**src/rtl/uart_rx_pkg.sv**
```systemverilog
// Shared definitions for the UART receiver: line-rate defaults, frame size, FSM encodings.
// Parity framing is selected with `UART_RX_PARITY_EN (see uart_rx.sv).
package uart_rx_pkg;
    localparam int CLK_FREQ         = 50_000_000;
    localparam int BAUD_RATE        = 9600;
    localparam int DEF_CLKS_PER_BIT = CLK_FREQ / BAUD_RATE;
    localparam int SIM_CLKS_PER_BIT = 56;
    localparam int BIT_END          = 8;
    localparam int BAUD_W           = 13;

    typedef enum logic [2:0] {
        ST_IDLE   = 3'd0,
        ST_START  = 3'd1,
        ST_DATA   = 3'd2,
        ST_PARITY = 3'd3,
        ST_STOP   = 3'd4
    } rx_state_e;
endpackage

```
**src/rtl/uart_rx_if.sv**
```systemverilog
// Byte-delivery side of the UART receiver: data, strobes and busy flag.
interface uart_rx_if;
    logic [7:0] rx_data;
    logic       rx_valid;
    logic       rx_frame_err;
    logic       rx_busy;

    modport master (output rx_data, rx_valid, rx_frame_err, rx_busy);
    modport slave  (input  rx_data, rx_valid, rx_frame_err, rx_busy);
endinterface

```
**src/rtl/uart_rx_baud_gen.sv**
```systemverilog
// Bit-period counter: runs while enabled, flags mid-bit and end-of-bit positions.
module uart_rx_baud_gen
    import uart_rx_pkg::*;
#(
    parameter int CLKS_PER_BIT = DEF_CLKS_PER_BIT
) (
    input  logic clk,
    input  logic rst,
    input  logic en,
    input  logic clr,
    output logic mid_tick,
    output logic end_tick
);
    logic [BAUD_W-1:0] cnt;

    assign mid_tick = en && (cnt == BAUD_W'(CLKS_PER_BIT / 2 - 1));
    assign end_tick = en && (cnt == BAUD_W'(CLKS_PER_BIT - 1));

    always_ff @(posedge clk) begin
        if (rst || clr || !en)
            cnt <= '0;
        else if (end_tick)
            cnt <= '0;
        else
            cnt <= cnt + 1'b1;
    end
endmodule

```
**src/rtl/uart_rx.sv**
```systemverilog
// 8N1 UART receiver, LSB first; define UART_RX_PARITY_EN for 8E1 framing.
// Start bit is qualified at mid-bit, then every sample lands on a bit centre.
module uart_rx
    import uart_rx_pkg::*;
#(
    parameter int CLKS_PER_BIT = DEF_CLKS_PER_BIT
) (
    input  logic clk,
    input  logic rst,
    input  logic rx,
    uart_rx_if.master bus
);
    rx_state_e  state;
    logic       rx_meta, rx_s;
    logic [7:0] shift_reg;
    logic [2:0] bit_cnt;
    logic       mid_tick, end_tick;
    logic       stop_ok;

    // Counter restarts at the start-bit centre so later samples sit mid-bit.
    uart_rx_baud_gen #(.CLKS_PER_BIT(CLKS_PER_BIT)) u_baud (
        .clk      (clk),
        .rst      (rst),
        .en       (state != ST_IDLE),
        .clr      ((state == ST_START) && mid_tick),
        .mid_tick (mid_tick),
        .end_tick (end_tick)
    );

`ifdef UART_RX_PARITY_EN
    logic par_err;
    assign stop_ok = rx_s && !par_err;
`else
    assign stop_ok = rx_s;
`endif

    always_ff @(posedge clk) begin
        if (rst) begin
            state            <= ST_IDLE;
            rx_meta          <= 1'b1;
            rx_s             <= 1'b1;
            shift_reg        <= '0;
            bit_cnt          <= '0;
            bus.rx_data      <= '0;
            bus.rx_valid     <= 1'b0;
            bus.rx_frame_err <= 1'b0;
            bus.rx_busy      <= 1'b0;
`ifdef UART_RX_PARITY_EN
            par_err          <= 1'b0;
`endif
        end else begin
            rx_meta          <= rx;
            rx_s             <= rx_meta;
            bus.rx_valid     <= 1'b0;
            bus.rx_frame_err <= 1'b0;
            case (state)
                ST_IDLE: if (!rx_s) begin
                    state       <= ST_START;
                    bus.rx_busy <= 1'b1;
                    bit_cnt     <= '0;
                end
                ST_START: if (mid_tick) begin
                    if (rx_s) begin
                        state       <= ST_IDLE;
                        bus.rx_busy <= 1'b0;
                    end else begin
                        state <= ST_DATA;
                    end
                end
                ST_DATA: if (end_tick) begin
                    shift_reg <= {rx_s, shift_reg[7:1]};
                    bit_cnt   <= bit_cnt + 1'b1;
                    if (bit_cnt == 3'(BIT_END - 1))
`ifdef UART_RX_PARITY_EN
                        state <= ST_PARITY;
`else
                        state <= ST_STOP;
`endif
                end
`ifdef UART_RX_PARITY_EN
                ST_PARITY: if (end_tick) begin
                    par_err <= (rx_s != ^shift_reg);
                    state   <= ST_STOP;
                end
`endif
                ST_STOP: if (end_tick) begin
                    state       <= ST_IDLE;
                    bus.rx_busy <= 1'b0;
                    if (stop_ok) begin
                        bus.rx_data  <= shift_reg;
                        bus.rx_valid <= 1'b1;
                    end else begin
                        bus.rx_frame_err <= 1'b1;
                    end
                end
                default: state <= ST_IDLE;
            endcase
        end
    end
endmodule

```
**src/flat_wrapper.sv**
```systemverilog
// flat-port wrapper written by rule: the top's interface ports become plain ports
module uart_rx_flat import uart_rx_pkg::*;
#(
    parameter int CLKS_PER_BIT = DEF_CLKS_PER_BIT
)
  (clk, rst, rx, bus_rx_data, bus_rx_valid, bus_rx_frame_err, bus_rx_busy);
  uart_rx_if bus_i ();
  input  logic clk;
  input  logic rst;
  input  logic rx;
  output wire logic [$bits(bus_i.rx_data)-1:0] bus_rx_data;
  output wire logic [$bits(bus_i.rx_valid)-1:0] bus_rx_valid;
  output wire logic [$bits(bus_i.rx_frame_err)-1:0] bus_rx_frame_err;
  output wire logic [$bits(bus_i.rx_busy)-1:0] bus_rx_busy;
  assign bus_rx_data = bus_i.rx_data;
  assign bus_rx_valid = bus_i.rx_valid;
  assign bus_rx_frame_err = bus_i.rx_frame_err;
  assign bus_rx_busy = bus_i.rx_busy;
  uart_rx #(.CLKS_PER_BIT(CLKS_PER_BIT)) u_core (.clk(clk), .rst(rst), .rx(rx), .bus(bus_i));
endmodule
```
**config.mk**
```make
export PLATFORM = sky130hd
export DESIGN_NAME = uart_rx_flat
export DESIGN_NICKNAME = d
export VERILOG_FILES = /design/src/rtl/uart_rx_pkg.sv /design/src/rtl/uart_rx_if.sv /design/src/rtl/uart_rx_baud_gen.sv /design/src/rtl/uart_rx.sv /design/src/flat_wrapper.sv
export SDC_FILE = /design/constraint.sdc
export NUM_CORES = 1
export LEC_CHECK = 0
export CAP_MARGIN = 20
export CORE_MARGIN = 4
export CORE_UTILIZATION = 40
export DETAILED_ROUTE_END_ITERATION = 12
export SLEW_MARGIN = 0
export SYNTH_ARGS = -nofsm -noshare
export SYNTH_HDL_FRONTEND = slang
export SYNTH_HIERARCHICAL = 1
export SYNTH_SLANG_ARGS = --single-unit
```
**constraint.sdc**
```tcl
create_clock -name clk -period 2.05 [get_ports clk]
set_input_delay 0.41 -clock clk [delete_from_list [all_inputs] [get_ports clk]]
set_output_delay 0.41 -clock clk [all_outputs]
set_load 0.02 [all_outputs]
```
==> out/summary.txt <==
Setup crit end kind - flop
FILL cells - 369
VDD IR max - 0.350 mV
core area - 0.00412 mm2
area leader, netlist - dfxtp_1
Mapped Avg Cell Area - 9.59 um2
Vias - 1422
Clock Path Buffers - 2
ys flop type - dfxtp_1
largest net degree at the start of global routing - 24
io pins - 14
Flop pwr share - 0.598
Clock Latency Late Sink - 0.29 ns
Worst Path Required - 2.21 ns
dpl cells - 249
total power per unit cell area - 618 mW/mm2
GRT Util Overall - 0.145
main combinational cell family by area after synthesis - simple AND/OR/NAND/NOR gates
Synth Area in XOR/XNOR - 0.0150
fmax - 520 MHz
internal power - 1.03 mW
WL/cell - 13.8 um
most frequent cells in the layout - dfxtp_1, nand2_1, nor2_1
Mapped Nets - 189
Synth Area in Compound Gates - 0.138
power share of the clock group - 0.372
initial antenna violation count - 0
chip height - 74.2 um
Largest register FFs - 13
Worst Hold Class - reg -> reg
Ys Warns - 6
Worst-path clk slew - 0.08 ns
multiplexer area fraction after synthesis - 0.0514
Worst Path Arrival - 2.09 ns
ranking of synthesized cells by area - dfxtp_1, mux2i_1, nand2_1, a211oi_1, nor2_1
H-tree depth - 2
root buffer cell - clkbuf_8
Total Die Area - 0.00551 mm2
CTS tree - yes
Nets - 214
run status - completed
combinational share of power - 0.030
Final Non-Filler Cells - 258
1st-iter DRT viols - 116
final hold vios - 0
Initial Utilization - 0.426
Setup Skew - 0.00718 ns
Max Cap Viol - 0
switching share of power - 0.217
first-pass GRT wire length - 6230 um
vias in the first global route - 1372
CTS sink cnt - 40
Distinct cells, synth - 42
share of layout cells above drive strength 1 - 0.192
Antenna diodes - 0
Post-synth EDFFs - 0
post-synthesis sequential area ratio - 0.456
LEAKAGE - 0.763 nW
die width - 74.2 um
DR DRC count - 0
Synth Instances - 183
fin util - 0.517
commonest non-fill, non-tap cell in the layout - dfxtp_1
FFs w/ async S/R, synth - 0
slew margin rel. - 0.741
IO buf count - 13
Yosys reg bits - 40
net switching power - 0.285 mW
Adder-Cell Fraction of Synth Area - 0.0214
Post-Syn Area - 0.00175 mm2
simple-gate share of the synthesized area - 0.267
final slew viol count - 0
Hold-fix buffers, CTS - 0
Synth top area share - 0.456
Setup crit start kind - flop
TritonCTS Buffers - 5
slew of the pin with the lowest slew margin - 0.385 ns
Final Cycle Share - 0.937
endpoints failing setup - 0
vias per inst - 5.51
crit-path max FO - 13
routability cong. - 0.803
Final Critical Period - 1.92 ns
Area growth syn-to-layout - 21.2%
CP Class - reg -> reg
row cnt - 23
DPL Wire Length - 2530 um
Routed Antenna Nets - 0
total iterations of the first detailed-routing run - 4
Post-Route WL - 3570 um
gr ovfl total - 0
power groups by stage:
| stage | clock network (mW) | logic (mW) | registers [mW] |
|---|---|---|---|
| after floorplan | 0 | 0.0256 | 0.802 |
| after global placement | 0 | 0.0377 | 0.803 |
| after detailed placement | 0 | 0.0392 | 0.803 |
| after CTS | 0.508 | 0.0395 | 0.785 |
| after global routing | 0.536 | 0.0437 | 0.786 |
| final | 0.488 | 0.0397 | 0.786 |
cells by family after synthesis:
kind of cell / Yosys count
xor+xnor: 3
fa+ha+maj: 3
buf+inv: 12
mux: 9
simple gates: 80
flops: 40
compound gates: 36
cell type report:
type	count	area, um2	area share
Multi-Input combinational cell	131	917	0.431
Sequential cell	40	802	0.377
Timing Repair Buffer	28	255	0.120
Clock buffer	5	68.8	0.0324
Tap cell	50	62.6	0.0294
Clock inverter	2	12.5	0.00589
Inverter	2	7.51	0.00353
Yosys cell counts, types with 2 or more instances:
library cell	number
or2_2	2
buf_6	4
a22oi_1	2
a21oi_2	3
or4_1	5
nand4_1	4
a211oi_1	10
nand3_2	2
nand3b_1	2
o31ai_1	5
mux2i_1	9
nand4bb_1	2
dfxtp_1	40
nor2_1	16
a31oi_1	2
o21ai_0	5
clkbuf_1	3
or3_1	4
a21oi_1	7
nand2_1	24
nor3_1	6
nor3b_1	2
ha_1	3
xor2_1	2
inv_1	2
through the flow:
step                      cell area, um2  worst slack (ns)  hold WS, ns  total power [mW]  setup TNS [ns]
after detailed placement            1980            0.0324        0.399             0.843               0
after floorplan                     1770           0.00667        0.389             0.828               0
final                               2130             0.129        0.420              1.31               0
after CTS                           2070            0.0509        0.418              1.33               0
after global routing                2130           -0.0238        0.437              1.37          -0.213
after global placement              1980             0.114        0.402             0.841               0
path summary, 6_finish.rpt:
kind	startpoint	to	slack (ns)	depth (start not counted)
hold reg to reg	u_core/rx_meta$_SDFF_PP1_	u_core/rx_s$_SDFF_PP1_	0.42	1
hold / removal	u_core/rx_meta$_SDFF_PP1_	u_core/rx_s$_SDFF_PP1_	0.42	1
setup reg to reg	u_core/u_baud/cnt[1]$_SDFF_PP0_	u_core/u_baud/cnt[9]$_SDFF_PP0_	0.13	10
setup / recovery	u_core/u_baud/cnt[1]$_SDFF_PP0_	u_core/u_baud/cnt[9]$_SDFF_PP0_	0.13	10
layer usage:
layer / wire [um] / up-vias / GRT usage
met5: 0 / - / 0
met4: 45 / 0 / 0.0573
met3: 154 / 7 / 0.0419
met2: 1690 / 30 / 0.226
met1: 1670 / 667 / 0.189
li1: - / 718 / -
repair_timing:
action	4_1_cts	5_1_grt
pin swaps	1	2
resized for setup	0	6
setup buffers	1	1
cloned	0	0
endpoints found under the setup margin	1	33
critical path: stages, from the launching register on:
cell,delay [ns]
dfxtp_1,0.38
ha_4,0.17
nand4bb_4,0.14
nor4_2,0.23
nor4bb_4,0.26
nand2_1,0.10
nor3_1,0.15
nor2_1,0.07
nand2_1,0.11
buf_12,0.14
a211oi_1,0.05
Note: power is estimated with default switching activity, not from simulation.
